<file path="config.mk">
export PLATFORM = sky130hd
export DESIGN_NAME = vcm_i2c_slave_flat
export DESIGN_NICKNAME = d
export VERILOG_FILES = /design/src/rtl/vcm_i2c_pkg.sv /design/src/rtl/vcm_i2c_slave_if.sv /design/src/rtl/i2c_line_filter.sv /design/src/rtl/vcm_i2c_slave.sv /design/src/flat_wrapper.sv
export SDC_FILE = /design/constraint.sdc
export NUM_CORES = 1
export LEC_CHECK = 0
export ABC_AREA = 1
export CAP_MARGIN = 20
export CORE_MARGIN = 10
export CORE_UTILIZATION = 60
export CTS_CLUSTER_SIZE = 24
export DETAILED_ROUTE_END_ITERATION = 8
export PLACE_DENSITY_LB_ADDON = 0.12
export SLEW_MARGIN = 5
export SYNTH_ARGS = -nofsm -noshare
export SYNTH_HDL_FRONTEND = slang
export SYNTH_HIERARCHICAL = 1
export SYNTH_SLANG_ARGS = --single-unit
export TNS_END_PERCENT = 20
</file>
<file path="constraint.sdc">
create_clock -name i_clk -period 5.1 [get_ports i_clk]
set_clock_uncertainty 0.1 [all_clocks]
set_input_delay 1.275 -clock i_clk [delete_from_list [all_inputs] [get_ports i_clk]]
set_output_delay 1.275 -clock i_clk [all_outputs]
set_load 0.01 [all_outputs]
</file>
<file path="src/rtl/vcm_i2c_pkg.sv">
// Shared definitions for the VCM focus-driver I2C responder.
// Holds the responder state enum, the default device address, the number of
// data bytes that make up one focus word, the bit span of the focus position
// inside that word, and a small helper that picks a read-back byte.
package vcm_i2c_pkg;

  typedef enum logic [2:0] {
    ST_IDLE,
    ST_ADDR,
    ST_ADDR_ACK,
    ST_WR_BYTE,
    ST_WR_ACK,
    ST_RD_BYTE,
    ST_RD_ACK,
    ST_WAIT_STOP
  } state_t;

  localparam logic [6:0] VCM_ADDR7    = 7'h0C;
  localparam int         VCM_WR_BYTES = 2;
  localparam int         VCM_POS_MSB  = 13;
  localparam int         VCM_POS_LSB  = 4;

  // Byte 0 of the focus word is the high byte, byte 1 the low byte.
  function automatic logic [7:0] vcmByte(input logic [15:0] word, input logic idx);
    return idx ? word[7:0] : word[15:8];
  endfunction

endpackage

</file>
<file path="src/rtl/vcm_i2c_slave_if.sv">
// I2C bus bundle between a master (or the pad ring) and the VCM responder.
//   scl   : bus clock level as seen on the wire
//   sda   : resolved (wired-AND) data level as seen on the wire
//   sdaOe : responder pulls SDA low while high; the pad's open-drain buffer
//           turns this into 0 / 'z', so the responder never drives a 1
interface vcm_i2c_slave_if;

  logic scl;
  logic sda;
  logic sdaOe;

  modport slave  (input scl, input sda, output sdaOe);
  modport master (output scl, output sda, input sdaOe);

endinterface

</file>
<file path="src/rtl/i2c_line_filter.sv">
// Conditions one asynchronous I2C line for use in the clk domain.
// A 2-flop synchronizer is followed by a glitch filter that only accepts a
// new level after FILTER_LEN consecutive equal samples, then one-cycle
// rise/fall strobes are produced in the same cycle the filtered level moves.
// Ports:
//   i_clk, i_rst : system clock, synchronous active-high reset
//   i_pad        : raw line level
//   o_level      : filtered level (resets to the idle-high bus level)
//   o_rise/o_fall: one-cycle strobes on filtered transitions
module i2c_line_filter #(
  parameter int FILTER_LEN = 3
) (
  input  logic i_clk,
  input  logic i_rst,
  input  logic i_pad,
  output logic o_level,
  output logic o_rise,
  output logic o_fall
);

  localparam logic [2:0] LAST_CNT = 3'(FILTER_LEN - 1);

  logic       r_sync1;
  logic       r_sync2;
  logic       r_level;
  logic       r_rise;
  logic       r_fall;
  logic [2:0] r_cnt;

  // Synchronize, then count how long the synchronized sample has disagreed
  // with the accepted level; any agreeing sample restarts the count, so a
  // pulse shorter than FILTER_LEN cycles never reaches r_level.
  always_ff @(posedge i_clk) begin
    if (i_rst) begin
      r_sync1 <= 1'b1;
      r_sync2 <= 1'b1;
      r_level <= 1'b1;
      r_cnt   <= '0;
      r_rise  <= 1'b0;
      r_fall  <= 1'b0;
    end else begin
      r_sync1 <= i_pad;
      r_sync2 <= r_sync1;
      r_rise  <= 1'b0;
      r_fall  <= 1'b0;
      if (r_sync2 == r_level) begin
        r_cnt <= '0;
      end else if (r_cnt == LAST_CNT) begin
        r_level <= r_sync2;
        r_cnt   <= '0;
        r_rise  <= r_sync2;
        r_fall  <= ~r_sync2;
      end else begin
        r_cnt <= r_cnt + 3'd1;
      end
    end
  end

  assign o_level = r_level;
  assign o_rise  = r_rise;
  assign o_fall  = r_fall;

endmodule

</file>
<file path="src/rtl/vcm_i2c_slave.sv">
// I2C responder standing in for the camera VCM focus driver.
// Accepts a two-byte focus word written to SLAVE_ADDR7, commits it at STOP or
// repeated START, and returns the committed word on read-back.
// Ports:
//   i_clk, i_rst : 50 MHz system clock, synchronous active-high reset
//   bus          : I2C bus (scl/sda in, sdaOe open-drain pull-down out)
//   o_vcmReg     : committed focus word {byte0, byte1}
//   o_vcmPos     : focus position field of o_vcmReg
//   o_vcmPd      : power-down bit of o_vcmReg
//   o_wrStrobe   : one-cycle pulse when o_vcmReg is updated
//   o_busy       : high from accepted address match to STOP/START
module vcm_i2c_slave
  import vcm_i2c_pkg::*;
#(
  parameter logic [6:0] SLAVE_ADDR7 = VCM_ADDR7,
  parameter int         FILTER_LEN  = 3
) (
  input  logic                  i_clk,
  input  logic                  i_rst,
  vcm_i2c_slave_if.slave        bus,
  output logic [15:0]           o_vcmReg,
  output logic [9:0]            o_vcmPos,
  output logic                  o_vcmPd,
  output logic                  o_wrStrobe,
  output logic                  o_busy
);

  logic w_scl, w_sclRise, w_sclFall;
  logic w_sda, w_sdaRise, w_sdaFall;
  logic w_start, w_stop;

  state_t      r_state,    w_stateNext;
  logic [7:0]  r_shift,    w_shiftNext;
  logic [3:0]  r_bitCnt,   w_bitCntNext;
  logic [1:0]  r_byteCnt,  w_byteCntNext;
  logic [15:0] r_shadow,   w_shadowNext;
  logic        r_rdIdx,    w_rdIdxNext;
  logic        r_sdaOe,    w_sdaOeNext;
  logic        r_busy,     w_busyNext;
  logic [15:0] r_vcmReg,   w_vcmRegNext;
  logic        r_wrStrobe, w_wrStrobeNext;

  logic [7:0]  w_firstByte;
  logic [7:0]  w_nextByte;

  i2c_line_filter #(.FILTER_LEN(FILTER_LEN)) u_sclFilter (
    .i_clk(i_clk), .i_rst(i_rst), .i_pad(bus.scl),
    .o_level(w_scl), .o_rise(w_sclRise), .o_fall(w_sclFall)
  );

  i2c_line_filter #(.FILTER_LEN(FILTER_LEN)) u_sdaFilter (
    .i_clk(i_clk), .i_rst(i_rst), .i_pad(bus.sda),
    .o_level(w_sda), .o_rise(w_sdaRise), .o_fall(w_sdaFall)
  );

  assign w_start     = w_sdaFall & w_scl;
  assign w_stop      = w_sdaRise & w_scl;
  assign w_firstByte = vcmByte(r_vcmReg, 1'b0);
  assign w_nextByte  = vcmByte(r_vcmReg, ~r_rdIdx);

  // State and datapath registers; reset releases SDA and drops any
  // half-received word without committing it.
  always_ff @(posedge i_clk) begin
    if (i_rst) begin
      r_state    <= ST_IDLE;
      r_shift    <= '0;
      r_bitCnt   <= '0;
      r_byteCnt  <= '0;
      r_shadow   <= '0;
      r_rdIdx    <= 1'b0;
      r_sdaOe    <= 1'b0;
      r_busy     <= 1'b0;
      r_vcmReg   <= '0;
      r_wrStrobe <= 1'b0;
    end else begin
      r_state    <= w_stateNext;
      r_shift    <= w_shiftNext;
      r_bitCnt   <= w_bitCntNext;
      r_byteCnt  <= w_byteCntNext;
      r_shadow   <= w_shadowNext;
      r_rdIdx    <= w_rdIdxNext;
      r_sdaOe    <= w_sdaOeNext;
      r_busy     <= w_busyNext;
      r_vcmReg   <= w_vcmRegNext;
      r_wrStrobe <= w_wrStrobeNext;
    end
  end

  // Bus protocol. START/STOP override every bit event and close out the
  // current transfer, committing the shadow only when exactly two bytes were
  // ACKed. Data bits are sampled on SCL rise; everything the responder puts
  // on SDA changes on SCL fall so it is stable for the whole high phase.
  always_comb begin
    w_stateNext    = r_state;
    w_shiftNext    = r_shift;
    w_bitCntNext   = r_bitCnt;
    w_byteCntNext  = r_byteCnt;
    w_shadowNext   = r_shadow;
    w_rdIdxNext    = r_rdIdx;
    w_sdaOeNext    = r_sdaOe;
    w_busyNext     = r_busy;
    w_vcmRegNext   = r_vcmReg;
    w_wrStrobeNext = 1'b0;

    if (w_start || w_stop) begin
      if (r_byteCnt == 2'(VCM_WR_BYTES)) begin
        w_vcmRegNext   = r_shadow;
        w_wrStrobeNext = 1'b1;
      end
      w_stateNext   = w_start ? ST_ADDR : ST_IDLE;
      w_bitCntNext  = '0;
      w_byteCntNext = '0;
      w_shadowNext  = '0;
      w_sdaOeNext   = 1'b0;
      w_busyNext    = 1'b0;
    end else begin
      unique case (r_state)
        ST_IDLE: begin
        end
        ST_ADDR: begin
          if (w_sclRise) begin
            w_shiftNext  = {r_shift[6:0], w_sda};
            w_bitCntNext = r_bitCnt + 4'd1;
          end else if (w_sclFall && r_bitCnt == 4'd8) begin
            if (r_shift[7:1] == SLAVE_ADDR7) begin
              w_stateNext = ST_ADDR_ACK;
              w_sdaOeNext = 1'b1;
              w_busyNext  = 1'b1;
            end else begin
              w_stateNext = ST_WAIT_STOP;
            end
          end
        end
        ST_ADDR_ACK: begin
          // r_shift still holds the address byte, so bit 0 is R/W.
          if (w_sclFall) begin
            w_bitCntNext = '0;
            if (r_shift[0]) begin
              w_stateNext = ST_RD_BYTE;
              w_rdIdxNext = 1'b0;
              w_shiftNext = w_firstByte;
              w_sdaOeNext = ~w_firstByte[7];
            end else begin
              w_stateNext = ST_WR_BYTE;
              w_sdaOeNext = 1'b0;
            end
          end
        end
        ST_WR_BYTE: begin
          if (w_sclRise) begin
            w_shiftNext  = {r_shift[6:0], w_sda};
            w_bitCntNext = r_bitCnt + 4'd1;
          end else if (w_sclFall && r_bitCnt == 4'd8) begin
            if (r_byteCnt < 2'(VCM_WR_BYTES)) begin
              if (r_byteCnt == 2'd0) w_shadowNext[15:8] = r_shift;
              else                   w_shadowNext[7:0]  = r_shift;
              w_byteCntNext = r_byteCnt + 2'd1;
              w_sdaOeNext   = 1'b1;
              w_stateNext   = ST_WR_ACK;
            end else begin
              w_stateNext = ST_WAIT_STOP;
            end
          end
        end
        ST_WR_ACK: begin
          if (w_sclFall) begin
            w_sdaOeNext  = 1'b0;
            w_bitCntNext = '0;
            w_stateNext  = ST_WR_BYTE;
          end
        end
        ST_RD_BYTE: begin
          // r_bitCnt counts bits already completed; the MSB of r_shift is on
          // the wire, and a '1' is presented by releasing the line.
          if (w_sclFall) begin
            if (r_bitCnt == 4'd7) begin
              w_sdaOeNext = 1'b0;
              w_stateNext = ST_RD_ACK;
            end else begin
              w_bitCntNext = r_bitCnt + 4'd1;
              w_shiftNext  = {r_shift[6:0], 1'b0};
              w_sdaOeNext  = ~r_shift[6];
            end
          end
        end
        ST_RD_ACK: begin
          // A fall here can only follow an ACKed rise; a NACK leaves first.
          if (w_sclRise && w_sda) begin
            w_stateNext = ST_WAIT_STOP;
          end else if (w_sclFall) begin
            w_rdIdxNext  = ~r_rdIdx;
            w_shiftNext  = w_nextByte;
            w_sdaOeNext  = ~w_nextByte[7];
            w_bitCntNext = '0;
            w_stateNext  = ST_RD_BYTE;
          end
        end
        ST_WAIT_STOP: begin
          w_sdaOeNext = 1'b0;
        end
        default: begin
          w_stateNext = ST_IDLE;
          w_sdaOeNext = 1'b0;
        end
      endcase
    end
  end

  assign bus.sdaOe  = r_sdaOe;
  assign o_vcmReg   = r_vcmReg;
  assign o_vcmPos   = r_vcmReg[VCM_POS_MSB:VCM_POS_LSB];
  assign o_vcmPd    = r_vcmReg[15];
  assign o_wrStrobe = r_wrStrobe;
  assign o_busy     = r_busy;

endmodule

</file>
<file path="src/flat_wrapper.sv">
// flat-port wrapper written by rule: the top's interface ports become plain ports
module vcm_i2c_slave_flat import vcm_i2c_pkg::*;
#(
  parameter logic [6:0] SLAVE_ADDR7 = VCM_ADDR7,
  parameter int         FILTER_LEN  = 3
)
  (i_clk, i_rst, o_vcmReg, o_vcmPos, o_vcmPd, o_wrStrobe, o_busy, bus_scl, bus_sda, bus_sdaOe);
  vcm_i2c_slave_if bus_i ();
  input  logic i_clk;
  input  logic i_rst;
  output logic [15:0] o_vcmReg;
  output logic [9:0] o_vcmPos;
  output logic o_vcmPd;
  output logic o_wrStrobe;
  output logic o_busy;
  input wire logic [$bits(bus_i.scl)-1:0] bus_scl;
  input wire logic [$bits(bus_i.sda)-1:0] bus_sda;
  output wire logic [$bits(bus_i.sdaOe)-1:0] bus_sdaOe;
  assign bus_i.scl = bus_scl;
  assign bus_i.sda = bus_sda;
  assign bus_sdaOe = bus_i.sdaOe;
  vcm_i2c_slave #(.SLAVE_ADDR7(SLAVE_ADDR7), .FILTER_LEN(FILTER_LEN)) u_core (.i_clk(i_clk), .i_rst(i_rst), .bus(bus_i), .o_vcmReg(o_vcmReg), .o_vcmPos(o_vcmPos), .o_vcmPd(o_vcmPd), .o_wrStrobe(o_wrStrobe), .o_busy(o_busy));
endmodule
</file>
==> results.cfg <==
[outcome]
status = complete, no violations

[synthesis]
ys_warn_count = 6
ys_async_sr_fraction = 0
synthAdderAreaFrac = 0.0282
yosysSeqAreaShare = 0.389
yosysTopAreaCell = dfxtp_1
synth_edf_count = 0
synthCells = 518
synth_area_leaders = dfxtp_1 (39%), nand2_1 (12%), nor2_1 (7.9%)
synth_compound_area_frac = 0.141
synth.area.mux_share = 0
synthXorXnorAreaFrac = 0.00493
synth-main-ff-cell = dfxtp_1
synth_seq_cells = 69
synth_top_family_by_area = simple AND/OR/NAND/NOR gates
synth-simple-area-share = 0.317
synth_area_sq_mm = 0.00355
syn_area_per_cell_sq_um = 6.86
netlist.area_leader.share = 0.389
synthDistinctLibCells = 34
synth_fp_nets = 530

[sta]
finalHoldViolations = 0
slew_viol_final = 0
hold_ws_ps = 317
rsz0062_at_grt = false
relSlewSlack = 0.446
fmax_ghz = 0.357
worstMarginPinSlew_ps = 830
setup_violations = 0
period_share = 0.549
fin_crit_ps = 2800
timing.setup.tns_ps = 0

[clock_tree]
clk_pin_slew_worst_paths_ps = 70
clkLatencyLatePin_ps = 340
post_cts_resized = 0
cts_hold_buf = 0
cts_tree = done
cts_buffers = 9
clockRootBuffer = clkbuf_8
htreeDepth = 3
cts_buffer_depth = 2
clock_sinks = 69
postCtsSetupBuffers = 0

[global_routing]
antenna_found_initial = 0
grt_pass1_wl_mm = 14.5
grt_max_degree = 28
gr-total-overflow = 0
grt_pass1_vias = 3145
track_usage = 0.179

[layout]
area_delta_synth_final_pct = 13.6
final_common_cell = nand2_1
multi_input_area_sq_mm = 0.00174
layout.nets = 550
seqCellArea_sq_mm = 0.00138
drive_above_1_share = 0.0921
fillers = 485
fin_cells = 615
num_antenna_cells = 0
final_cell_mix = nand2_1 (109), nor2_1 (75), dfxtp_1 (69)

[pwr]
p_leak_nw = 1.79
swShare = 0.374
pwr-share-clk = 0.287
p_int_uw = 994
ir_drop_uv = 256
switchingPower_uw = 595
power_density_mw_per_mm2 = 394
p_seq_frac = 0.403
pwr-share-comb = 0.309

[die]
core_area_sq_mm = 0.00561
die_h_um = 96.9
start_util = 0.633
die_w_um = 96.9
std_cell_rows = 27
dieArea_sq_mm = 0.00940
io_pins = 34

[setup_path]
critical_path.max_fanout = 27
required_ps = 5260
endpoint_kind = flip-flop
slowest_stage = inv_1
critPathKind = input port to flip-flop
path_cells = clkdlybuf4s50_1 -> inv_1 -> o21ai_0 -> a21oi_1
crit_arrival_ps = 2960
cp-start-kind = input port
max_stage_delay_ps = 690

[detailed_routing]
drt.antenna.violating_nets = 0
drt-pass1-iter-count = 5
wl_per_cell_um = 14.0
routed-via-count = 3318
top_layer = met4
met3_length_um = 580
via_per_inst = 5.40
wl_met1_mm = 3.81
routed_wl_mm = 8.59
drtIter0Drc = 191
dr_wl_met2_mm = 4.12
remaining_drc_errors = 0

[placed_design]
dp_hpwl_mm = 6.31
io_buffers = 33
placed_cells_incl_taps = 599
gp_congestion = 0.986

[worst_hold_path]
min_path_type = flip-flop to flip-flop

[flow_run]
drv_cap = 0
flip-flops by register name (all words and copies together) (netlist names), 2 cells and up:
register / count
u_core/r_state: 3
u_core/r_shadow: 16
u_core/r_shift: 8
u_core/r_bitCnt: 4
u_core/u_sclFilter/r_cnt: 3
u_core/o_vcmReg: 16
u_core/u_sdaFilter/r_cnt: 3
u_core/r_byteCnt: 2
logic make-up after synthesis:
kind of cell,after synthesis
and+or+nand+nor,250
buffers and inverters,96
AOI/OAI and AO/OA,93
DFF,69
adders and majority gates,8
xor gates and xnor gates,2
worst max-delay path, delay by kind of cell:
kind | cells | cell delay (ps)
AO/OA/AOI/OAI | 2 | 420
buffers and inverters | 2 | 1260
path summary, 6_finish.rpt:
path | from | slack, ps | endpoint | cells after the start
worst min-delay path | u_core/u_sdaFilter/r_sync1 | 320 | u_core/u_sdaFilter/r_sync2 | 1
worst max register to register | u_core/u_sclFilter/o_level | 2820 | u_core/o_vcmReg[0] | 6
worst max-delay path | i_rst | 2300 | u_core/o_vcmReg[0] | 4
worst min register to register | u_core/u_sdaFilter/r_sync1 | 320 | u_core/u_sdaFilter/r_sync2 | 1
routing by layer:
metal | global-route usage | vias to the layer above
met3 | 0.0426 | 11
li1 | - | 1669
met1 | 0.219 | 1523
met4 | 0.0620 | 0
met2 | 0.297 | 115
met5 | 0 | -
per-stage QoR:
| stage | util | worst slack [ps] | power [mW] | instance area (sq um) |
|---|---|---|---|---|
| global route | 0.720 | 2190 | 1.69 | 4040 |
| CTS | 0.720 | 2340 | 1.58 | 4040 |
| global placement | 0.682 | 2120 | 1.12 | 3820 |
| detailed placement | 0.682 | 1980 | 1.13 | 3820 |
| finish | 0.720 | 2300 | 1.59 | 4040 |
| floorplan | - | 3060 | 1.04 | 3550 |
synth_stat cells, types with 3 or more instances:
| cell | number |
|---|---|
| ha_1 | 8 |
| buf_4 | 13 |
| nor2_2 | 4 |
| o211ai_1 | 6 |
| inv_2 | 6 |
| nor2_4 | 3 |
| clkbuf_1 | 8 |
| buf_2 | 3 |
| nand3_1 | 29 |
| inv_1 | 63 |
| nand4_1 | 7 |
| o21ai_0 | 41 |
| nand2_2 | 8 |
| nand2_1 | 109 |
| dfxtp_1 | 69 |
| a21oi_1 | 37 |
| nor2_1 | 75 |
| or2_1 | 4 |
power by group through the flow:
stage	sequential (mW)	clock, mW	combinational (mW)
4_1_cts	0.639	0.463	0.480
5_1_grt	0.647	0.483	0.558
2_1_floorplan	0.617	0	0.424
6_report	0.641	0.456	0.491
3_5_place_dp	0.651	0	0.478
3_3_place_gp	0.650	0	0.470
final cells by class:
cell class | count | area share
Inverter | 71 | 0.0673
Clock buffer | 11 | 0.0375
Tap cell | 72 | 0.0223
Clock inverter | 5 | 0.0146
Sequential cell | 69 | 0.342
Timing Repair Buffer | 34 | 0.0837
Multi-Input combinational cell | 353 | 0.432
Power figures use the tool's default switching activity.
